### config.mk
export PLATFORM = sky130hd
export DESIGN_NAME = button_debouncer
export DESIGN_NICKNAME = d
export VERILOG_FILES = /design/src/rtl/button_debouncer_pkg.sv /design/src/rtl/button_debouncer_sync_2ff.sv /design/src/rtl/button_debouncer.sv
export SDC_FILE = /design/constraint.sdc
export NUM_CORES = 1
export LEC_CHECK = 0
export CAP_MARGIN = 20
export CORE_MARGIN = 3
export CORE_UTILIZATION = 56
export CTS_CLUSTER_DIAMETER = 60
export CTS_CLUSTER_SIZE = 25
export DETAILED_ROUTE_END_ITERATION = 12
export GPL_ROUTABILITY_DRIVEN = 0
export GPL_TIMING_DRIVEN = 0
export PLACE_DENSITY = 0.69
export SLEW_MARGIN = 20
export SYNTH_ARGS = -nofsm -noshare
export SYNTH_HDL_FRONTEND = slang
export SYNTH_HIERARCHICAL = 1
export SYNTH_SLANG_ARGS = --single-unit
### constraint.sdc
create_clock -name clk -period 5.79 [get_ports clk]
set_input_delay 0.579 -clock clk [delete_from_list [all_inputs] [get_ports clk]]
set_output_delay 0.579 -clock clk [all_outputs]
set_load 0.05 [all_outputs]
### src/rtl/button_debouncer_pkg.sv
// Shared definitions for the push-button debouncer: FSM state encoding and
// default 27 MHz timing constants.
package button_debouncer_pkg;

  typedef enum logic [1:0] {
    IDLE         = 2'd0,
    PRESS_WAIT   = 2'd1,
    PRESSED      = 2'd2,
    RELEASE_WAIT = 2'd3
  } state_t;

  // 10 ms and 1 s at 27 MHz
  localparam int unsigned DEFAULT_STABLE_CYCLES = 270000;
  localparam int unsigned DEFAULT_CNT_BITS      = 19;
  localparam int unsigned DEFAULT_HOLD_CYCLES   = 27000000;
  localparam int unsigned DEFAULT_HOLD_BITS     = 25;

endpackage

### src/rtl/button_debouncer_sync_2ff.sv
// Generic two-flop synchronizer for asynchronous pins, with a selectable
// reset value so an idle pin does not look active coming out of reset.
module sync_2ff #(
  parameter int unsigned      WIDTH       = 1,
  parameter logic [WIDTH-1:0] RESET_VALUE = '0
) (
  input  logic             clk,
  input  logic             rst,
  input  logic [WIDTH-1:0] d,
  output logic [WIDTH-1:0] q
);

  logic [WIDTH-1:0] meta;

  always_ff @(posedge clk) begin
    if (rst) begin
      meta <= RESET_VALUE;
      q    <= RESET_VALUE;
    end else begin
      meta <= d;
      q    <= meta;
    end
  end

endmodule

### src/rtl/button_debouncer.sv
// Debounces a raw push-button into a clean level plus one-cycle press,
// release and long-press pulses. The release pulse port is named `released`
// because `release` is a reserved word in SystemVerilog.
module button_debouncer
  import button_debouncer_pkg::*;
#(
  parameter int unsigned STABLE_CYCLES = DEFAULT_STABLE_CYCLES,
  parameter int unsigned CNT_BITS      = DEFAULT_CNT_BITS,
  parameter int unsigned HOLD_CYCLES   = DEFAULT_HOLD_CYCLES,
  parameter int unsigned HOLD_BITS     = DEFAULT_HOLD_BITS,
  parameter int unsigned ACTIVE_LOW    = 1
) (
  input  logic clk,
  input  logic rst,
  input  logic btn_raw,
  output logic level,
  output logic press,
  output logic released,
  output logic held
);

  localparam logic [CNT_BITS-1:0]  CNT_LAST    = CNT_BITS'(STABLE_CYCLES - 1);
  localparam logic [HOLD_BITS-1:0] HOLD_LAST   = HOLD_BITS'(HOLD_CYCLES - 1);
  localparam bit                   HOLD_ENABLE = (HOLD_CYCLES != 0);
  localparam logic                 RAW_IDLE    = (ACTIVE_LOW != 0) ? 1'b1 : 1'b0;

  logic                 raw_sync;
  logic                 s;
  state_t               state, state_next;
  logic [CNT_BITS-1:0]  cnt, cnt_next;
  logic [HOLD_BITS-1:0] hold_cnt, hold_next;
  logic                 level_next, press_next, released_next, held_next;

  sync_2ff #(
    .WIDTH       (1),
    .RESET_VALUE (RAW_IDLE)
  ) u_sync (
    .clk (clk),
    .rst (rst),
    .d   (btn_raw),
    .q   (raw_sync)
  );

  assign s = (ACTIVE_LOW != 0) ? ~raw_sync : raw_sync;

  always_ff @(posedge clk) begin
    if (rst) begin
      state    <= IDLE;
      cnt      <= '0;
      hold_cnt <= '0;
      level    <= 1'b0;
      press    <= 1'b0;
      released <= 1'b0;
      held     <= 1'b0;
    end else begin
      state    <= state_next;
      cnt      <= cnt_next;
      hold_cnt <= hold_next;
      level    <= level_next;
      press    <= press_next;
      released <= released_next;
      held     <= held_next;
    end
  end

  always_comb begin
    state_next    = state;
    cnt_next      = cnt;
    hold_next     = hold_cnt;
    level_next    = level;
    press_next    = 1'b0;
    released_next = 1'b0;
    held_next     = 1'b0;

    // Hold timer runs while accepted-pressed, including a pending release;
    // it fires one cycle after reaching HOLD_CYCLES-1 and then saturates.
    if (state == PRESSED || state == RELEASE_WAIT) begin
      if (hold_cnt != '1) begin
        hold_next = hold_cnt + 1'b1;
      end
      if (HOLD_ENABLE && hold_cnt == HOLD_LAST) begin
        held_next = 1'b1;
      end
    end

    case (state)
      IDLE: begin
        hold_next = '0;
        if (s) begin
          state_next = PRESS_WAIT;
          cnt_next   = '0;
        end
      end
      PRESS_WAIT: begin
        if (!s) begin
          state_next = IDLE;
        end else if (cnt == CNT_LAST) begin
          state_next = PRESSED;
          level_next = 1'b1;
          press_next = 1'b1;
          hold_next  = '0;
        end else begin
          cnt_next = cnt + 1'b1;
        end
      end
      PRESSED: begin
        if (!s) begin
          state_next = RELEASE_WAIT;
          cnt_next   = '0;
        end
      end
      RELEASE_WAIT: begin
        if (s) begin
          state_next = PRESSED;
        end else if (cnt == CNT_LAST) begin
          // keep pulses mutually exclusive when release lands on the hold edge
          state_next    = IDLE;
          level_next    = 1'b0;
          released_next = 1'b1;
          held_next     = 1'b0;
        end else begin
          cnt_next = cnt + 1'b1;
        end
      end
      default: begin
        state_next = IDLE;
      end
    endcase
  end

endmodule

==> implementation parameters, run 1 <==
Parameter                              Value

Synthesis
  Number of distinct library cell variants in the gate-level netlist after synthesis    48
  Synthesized cell area    ~0.0025 mm2
  Net count of the mapped netlist    between 200 and 300
  Cell type contributing the most total cell area after synthesis    sky130_fd_sc_hd__dfxtp_1
  Part of the Yosys area used for sequential elements    between 40% and 50%
  Most common cell in the netlist    sky130_fd_sc_hd__dfxtp_1
  Most used flip-flop cell after synthesis    sky130_fd_sc_hd__dfxtp_1
  Synthesis-stage register bit count    52
  Number of flops mapped to enable cells by yosys    0
  Number of cells produced by synthesis    approximately 290
  Syn Area/Cell    8.64 um2
  Share of Yosys cell area claimed by the top area cell type    approximately two fifths
  Post-synth top cells    sky130_fd_sc_hd__dfxtp_1 (52), sky130_fd_sc_hd__nor2_1 (34), sky130_fd_sc_hd__nand2_1 (24)
  Ranking of synthesized cells by area    sky130_fd_sc_hd__dfxtp_1 (41%), sky130_fd_sc_hd__xor2_1 (6.2%), sky130_fd_sc_hd__nor2_1 (5.1%), sky130_fd_sc_hd__a21oi_1 (4.4%), sky130_fd_sc_hd__nand3_1 (3.6%)
  Number of synthesis warnings    6
  Async set or reset register ratio after synthesis    0%

Route
  M1 WL    about 2500 um
  Wire length on met3    approximately 160 um
  Iteration count of the initial detailed-routing pass    4
  Post-detailed-route wirelength per cell    ~15 um
  Top metal layer carrying routed signals    met4
  DRT Wirelength    ~5200 um
  DR iter-0 viols    about 150
  Vias per std cell    5.94
  Via count of the routed design    roughly 2,100
  WL met2    about 2500 um
  Post-route ant nets    0
  Post-route DRC    0

Worst hold path
  Instance count along the most critical hold path    1
  Hold WC Path Type    flop to flop

CTS
  Clock tree root driver cell    sky130_fd_sc_hd__clkbuf_8
  CTS tree    built
  Buffers from clock root to sink, at most    2
  Hold_buf cts    0
  CTS sink count    52
  Total CTS buffers    5
  Post-CTS sizing    0
  Clock latency on the worst-skew pair    0.31 ns
  H-Tree Level Count    2
  Clock-pin slew on the worst setup and hold paths    0.10 ns
  Post-CTS repair timing setup buffer count    0

Critical path
  Critical Path RT    approximately 6.0 ns
  Path depth of the worst reg2reg path    7
  Kind of end point of the critical path    flop
  Nature of the critical path startpoint    flop
  Worst Path Class, Setup    flop to flop
  Data arrival time of the worst path    2.53 ns
  Top fanout value on the critical path    10

Run status
  Status    complete, no violations

STA
  Count of final hold-check violations    0
  Rel. slew slack    between 30% and 40%
  # setup viols final    0
  Fin. max-slew vios    0
  Setup repair after global routing missed its margin    no
  Worst-case clock skew    between 0.006 and 0.007 ns
  Maximum clock rate    between 400 and 500 MHz
  Actual transition at the worst max-transition pin    between 0.9 and 1 ns
  Final worst-path cycle share    40.2%
  Final critical delay including setup and external delays    roughly 2.3 ns
  Setup tns final    0 ns

Power and ir drop
  Psw    around 0.14 mW
  Static leakage    approximately 0.85 nW
  Internal    a little under 0.5 mW
  Switching share of power    ~22%
  Largest voltage drop on the vdd net    between 0.15 and 0.2 mV
  Clock power share    about two fifths
  Combinational share of power    2.3%
  Sequential power share    between 50 and 60%
  Power per cell area    229 mW/mm2

Final layout
  Cell Count, Final, Fillers Out    about 360
  Antenna fix cells    0
  Final nets    310
  Fill cell count    359
  Area Growth Syn to Fin    9.42%
  Layout cells sized above 1    8.17%

Die
  Core area    roughly 0.0042 mm2
  Overall die area    between 0.005 and 0.006 mm2
  Chip Width    ~73 um
  Initial Utilization    about 60%
  # rows    23
  Number of placed I/O pins    7
  Vertical die dimension    between 70 and 80 um

Placed design
  Total instance count after detailed placement    approximately 350
  Final HPWL from detailed placement    approximately 3700 um
  Port-buffer cells    6

GRT
  Vias in the first global route    2,061
  Total global routing track utilization    22.0%
  Pin count of the biggest net entering global routing    18
  First-pass GRT wire length    9320 um
  Sum of overflow across all layers after global routing    0
  Initial antenna violation count    0

Run
  Number of violations of the max-capacitance limit    0
registers in the layout, summed over array words and instances, names as in the netlist, named ones only:
signal and count:
cnt 19, u_sync/meta 1, state 1, u_sync/q 1
held 1, level 1, hold_cnt 25, press 1
released 1
worst paths after layout:
check / start / endpoint / slack [ns]
min: u_sync/meta$_SDFF_PP1_ / u_sync/q$_SDFF_PP1_ / 0.44
min reg2reg: u_sync/meta$_SDFF_PP1_ / u_sync/q$_SDFF_PP1_ / 0.44
max: cnt[0]$_SDFFE_PP0P_ / hold_cnt[18]$_SDFF_PP0_ / 3.46
max reg2reg: cnt[0]$_SDFFE_PP0P_ / hold_cnt[18]$_SDFF_PP0_ / 3.46
power by group through the flow:
stage | Clock, mW | Sequential (mW) | Combinational [mW]
after floorplan | 0 | 0.371 | 0.00718
after global placement | 0 | 0.369 | 0.0147
after detailed placement | 0 | 0.369 | 0.0147
after CTS | 0.262 | 0.360 | 0.0147
after global routing | 0.276 | 0.361 | 0.0161
final | 0.256 | 0.360 | 0.0147
layer usage:
layer  vias to the layer above  GRT usage, %
met5                         -             0
met4                         0          7.99
met3                         8          4.68
met2                        40          37.1
met1                       976          27.5
li1                       1092             -
through the flow:
stage | setup WS (ns) | utilization [%] | area, um2 | hold WS, ns | power (mW)
floorplan | 3.88 | - | 2520 | 0.385 | 0.378
global placement | 3.46 | 63.4 | 2650 | 0.408 | 0.383
detailed placement | 3.48 | 63.4 | 2650 | 0.405 | 0.383
CTS | 3.45 | 66.2 | 2760 | 0.437 | 0.637
global route | 3.23 | 66.2 | 2760 | 0.467 | 0.653
finish | 3.46 | 66.2 | 2760 | 0.439 | 0.631
layout make-up:
| class | count | area, um2 | share of cell area (%) |
|---|---|---|---|
| multi-input cells | 226 | 1420 | 51.4 |
| inverters | 6 | 22.5 | 0.816 |
| clock buffers | 5 | 68.8 | 2.49 |
| repair buffers | 6 | 60.1 | 2.17 |
| flip-flops and latches | 52 | 1040 | 37.7 |
| well taps | 50 | 62.6 | 2.27 |
| clock inverters | 3 | 46.3 | 1.68 |
| plain buffers | 8 | 40.0 | 1.45 |
logic make-up (layout without fill, tap and decap cells):
kind of cell	after synthesis	in the layout	synth area share, %
adder cells (fa/ha/maj)	2	2	0.991
multiplexers	1	1	0.397
XOR/XNOR	27	27	9.37
buffers and inverters	14	28	2.48
AND/OR/NAND/NOR	142	142	31.6
flip-flops	52	52	41.2
AO/OA/AOI/OAI	54	54	13.9
critical path, cell delays in order, from the launching register on:
cell	delay, ns
sky130_fd_sc_hd__dfxtp_1	0.41
sky130_fd_sc_hd__ha_1	0.19
sky130_fd_sc_hd__nand3_1	0.16
sky130_fd_sc_hd__nand3b_1	0.35
sky130_fd_sc_hd__o31ai_1	0.44
sky130_fd_sc_hd__a21o_1	0.30
sky130_fd_sc_hd__buf_2	0.29
sky130_fd_sc_hd__nor2_1	0.08
layout by cell type (no fill, tap or decap), types with 2 or more instances in the layout:
cell                              count
sky130_fd_sc_hd__dfxtp_1             52
sky130_fd_sc_hd__nor2_1              34
sky130_fd_sc_hd__nand2_1             24
sky130_fd_sc_hd__a21oi_1             22
sky130_fd_sc_hd__nand3_1             18
sky130_fd_sc_hd__xor2_1              18
sky130_fd_sc_hd__nand4_1             13
sky130_fd_sc_hd__or3_1               11
sky130_fd_sc_hd__xnor2_1              9
sky130_fd_sc_hd__o21ai_1              8
sky130_fd_sc_hd__and3_1               7
sky130_fd_sc_hd__inv_1                6
sky130_fd_sc_hd__clkdlybuf4s50_1      6
sky130_fd_sc_hd__or4_1                5
sky130_fd_sc_hd__o21ai_0              5
sky130_fd_sc_hd__clkbuf_8             5
sky130_fd_sc_hd__clkbuf_1             4
sky130_fd_sc_hd__nor3_1               4
sky130_fd_sc_hd__nor4b_1              3
sky130_fd_sc_hd__o31ai_1              3
sky130_fd_sc_hd__and4_1               3
sky130_fd_sc_hd__o211ai_1             3
sky130_fd_sc_hd__a211oi_1             3
sky130_fd_sc_hd__or2_1                3
sky130_fd_sc_hd__buf_4                2
sky130_fd_sc_hd__a21o_1               2
sky130_fd_sc_hd__buf_2                2
sky130_fd_sc_hd__nor3_2               2
sky130_fd_sc_hd__nor4_2               2
sky130_fd_sc_hd__nor4_1               2
sky130_fd_sc_hd__o2111ai_1            2
sky130_fd_sc_hd__ha_1                 2
No activity file was read; power rests on OpenSTA's default activity.
==> run 2: changes to the inputs <==
--- a/config.mk
+++ b/config.mk
@@ -7,13 +7,13 @@
 export LEC_CHECK = 0
 export CAP_MARGIN = 20
 export CORE_MARGIN = 3
-export CORE_UTILIZATION = 56
+export CORE_UTILIZATION = 55
 export CTS_CLUSTER_DIAMETER = 60
 export CTS_CLUSTER_SIZE = 25
 export DETAILED_ROUTE_END_ITERATION = 12
 export GPL_ROUTABILITY_DRIVEN = 0
 export GPL_TIMING_DRIVEN = 0
-export PLACE_DENSITY = 0.69
+export PLACE_DENSITY = 0.71
 export SLEW_MARGIN = 20
 export SYNTH_ARGS = -nofsm -noshare
 export SYNTH_HDL_FRONTEND = slang
==> constraint.sdc (replaced) <==
create_clock -name clk -period 1.95 [get_ports clk]
set_input_delay 0.195 -clock clk [delete_from_list [all_inputs] [get_ports clk]]
set_output_delay 0.195 -clock clk [all_outputs]
set_load 0.05 [all_outputs]
==> run 2 against run 1 <==
Final cell count grew 2.0%. Count of clock-buffer cells in the layout is 1 higher. Register-to-register slack lost 3.4 ns. Highest routed layer unchanged. Global-route usage shrank 1.1 points. Largest power group unchanged. Critical path type unchanged. Die area grew 1.7%. First-iteration DRC count grew 17%. Fmax rose by 23%.
==> implementation parameters, run 2 (synthesis gave the netlist of run 1 again) <==
Parameter                              Value

Power and ir drop
  Largest voltage drop on the vdd net    0.484 mV (+220%)
  Power per cell area    582 mW/mm2 (+150%)
  Static leakage    0.946 nW (+11%)

Run status
  Status    complete, no violations

STA
  Final worst-path cycle share    97.2% (+57 points)
  Maximum clock rate    528 MHz (+23%)
  Final critical delay including setup and external delays    1.89 ns (-0.431 ns)
  Actual transition at the worst max-transition pin    0.640 ns (-0.309 ns)
  # setup viols final    0 (unchanged)
  Worst-case clock skew    0.0105 ns (+0.00421 ns)
  Rel. slew slack    57.0% (+21 points)
  Fin. max-slew vios    0 (unchanged)
  Count of final hold-check violations    0 (unchanged)
  Setup repair after global routing missed its margin    yes

CTS
  Buffers from clock root to sink, at most    2 (unchanged)
  Total CTS buffers    5 (unchanged)
  Clock latency on the worst-skew pair    0.31 ns (about the same)
  CTS tree    built
  H-Tree Level Count    2 (unchanged)
  Clock tree root driver cell    sky130_fd_sc_hd__clkbuf_8
  Clock-pin slew on the worst setup and hold paths    0.09 ns (about the same)
  CTS sink count    52 (unchanged)

GRT
  First-pass GRT wire length    8710 um (-6.6%)
  Sum of overflow across all layers after global routing    0 (unchanged)
  Met3 track demand over resource    6.57% (+1.9 points)
  Met2 GRT Util    28.5% (-8.6 points)
  Vias in the first global route    1,807 (-12%)
  Layer with the highest usage after global routing    met1
  Total global routing track utilization    20.9% (-1.1 points)
  Initial antenna violation count    0 (unchanged)
  GRT met1 Usage    30.8% (+3.3 points)
  Pin count of the biggest net entering global routing    15 (-3)

Worst hold path
  Startpoint of the worst hold path    u_sync/meta$_SDFF_PP1_
  Hold WC Path Type    flop to flop

Final layout
  Area Growth Syn to Fin    16.1%
  Antenna fix cells    0 (unchanged)
  Most common library cell in the layout ignoring fill and taps    sky130_fd_sc_hd__dfxtp_1
  Commonest non-fill, non-tap cells in the layout    sky130_fd_sc_hd__dfxtp_1 (44), sky130_fd_sc_hd__nor2_1 (33), sky130_fd_sc_hd__nand2_1 (24)
  Fill cell count    375 (+4.5%)
  Largest register FFs    25 (unchanged)
  Register name with the most flops    hold_cnt
  Cell area after layout    0.00293 mm2 (+6.1%)
  Post-layout util    66.8% (+0.66 points)
  Final nets    316 (+1.9%)
  Layout cells sized above 1    15.8% (+7.6 points)
  Largest registers    hold_cnt (25), cnt (19)

Route
  Post-route ant nets    0 (unchanged)
  Iteration count of the initial detailed-routing pass    4 (unchanged)
  Via count of the routed design    2,165 (+2.3%)
  Post-detailed-route wirelength per cell    15.2 um (+3.2%)
  DR iter-0 viols    171 (+17%)
  DRT Wirelength    5500 um (+5.3%)
  Post-route DRC    0 (unchanged)
  Vias per std cell    5.96 (+0.34%)

Die
  # rows    24 (+4.3%)
  Number of placed I/O pins    7 (unchanged)
  Vertical die dimension    73.7 um (+0.83%)
  Overall die area    0.00544 mm2 (+1.7%)
  Chip Width    73.7 um (+0.83%)
  Core area    0.00438 mm2 (+5.1%)
  Initial Utilization    57.6% (-2.9 points)

Critical path
  Reg-to-Reg Start    hold_cnt[3]$_SDFF_PP0_
  Kind of end point of the critical path    flop
  Slowest cell delay on critical path    0.60 ns (+0.16 ns)
  Nature of the critical path startpoint    flop
  Worst Path Class, Setup    flop to flop
  Top Family by Delay on Critical Path    simple AND/OR/NAND/NOR gates
  Top fanout value on the critical path    5 (-5)
  Crit-path slowest cell    sky130_fd_sc_hd__or4_1
  Cell Chain, Critical Path    nand3_1, or4_1, a211oi_1, xnor2_1, nor2_1
  Buf+Inv Stages, Crit Path    0 (-1)
  Data arrival time of the worst path    2.10 ns (-0.43 ns)
  Launch point of the critical path    hold_cnt[3]$_SDFF_PP0_
  Critical Path RT    2.16 ns (-3.83 ns)

Placed design
  Port-buffer cells    6 (unchanged)
  Final HPWL from detailed placement    3630 um (-2.5%)
  Placement Cell Area    0.00265 mm2 (about the same)

Run
  Number of violations of the max-capacitance limit    0 (unchanged)
[run 2: per-stage QoR]
stage / power, mW / setup TNS (ns) / std cells / hold WS, ns / worst slack [ns]
floorplan: 1.12 / 0 / 292 / 0.292 / 0.0427
global placement: 1.14 / -8.17 / 350 / 0.403 / -0.347
detailed placement: 1.14 / -9.19 / 350 / 0.398 / -0.395
CTS: 1.72 / 0 / 361 / 0.425 / 0.00209
global route: 1.79 / -0.282 / 363 / 0.427 / -0.0283
finish: 1.71 / 0 / 363 / 0.426 / 0.0555
[run 2: area by class of cell]
cell class | instances | area [um2] | area share, %
multi-input cells | 227 | 1550 | 53.0
flip-flops and latches | 52 | 1060 | 36.0
repair buffers | 11 | 97.6 | 3.33
clock buffers | 6 | 72.6 | 2.48
well taps | 52 | 65.1 | 2.22
plain buffers | 8 | 57.6 | 1.96
inverters | 6 | 22.5 | 0.769
clock inverters | 1 | 5.00 | 0.171
[run 2: what timing repair did]
item                       4_1_cts  5_1_grt
hold endpoints to repair         0        0
buffers inserted                 4        1
pin swaps                        2        7
cloned                           0        1
gates resized for setup         15       22
hold buffers                     0        0
setup endpoints to repair       31       43
[run 2: worst paths after layout]
kind,cells after the start,slack (ns),endpoint
max,5,0.06,hold_cnt[19]$_SDFF_PP0_
min,1,0.43,u_sync/q$_SDFF_PP1_
max reg2reg,5,0.06,hold_cnt[19]$_SDFF_PP0_
min reg2reg,1,0.43,u_sync/q$_SDFF_PP1_
[run 2: routing by layer]
layer,share of wire [%],up-vias
met2,43,41
li1,-,1099
met3,4.5,8
met1,52,1017
met5,0,-
met4,1.3,0
[run 2: power breakdown]
group,switching (mW),total (mW),internal [mW]
clock network,0.343,0.588,0.245
logic,0.0310,0.0489,0.0179
registers,0.00543,1.07,1.06
==> run 3: changes to the inputs <==
--- a/config.mk
+++ b/config.mk
@@ -5,11 +5,12 @@
 export SDC_FILE = /design/constraint.sdc
 export NUM_CORES = 1
 export LEC_CHECK = 0
+export ABC_CLOCK_PERIOD_IN_PS = 1950
 export CAP_MARGIN = 20
 export CORE_MARGIN = 3
 export CORE_UTILIZATION = 55
 export CTS_CLUSTER_DIAMETER = 60
-export CTS_CLUSTER_SIZE = 25
+export CTS_CLUSTER_SIZE = 24
 export DETAILED_ROUTE_END_ITERATION = 12
 export GPL_ROUTABILITY_DRIVEN = 0
 export GPL_TIMING_DRIVEN = 0
==> results of run 3 <==
Same layout as run 2: the final DEF is identical, and so are final timing and power.
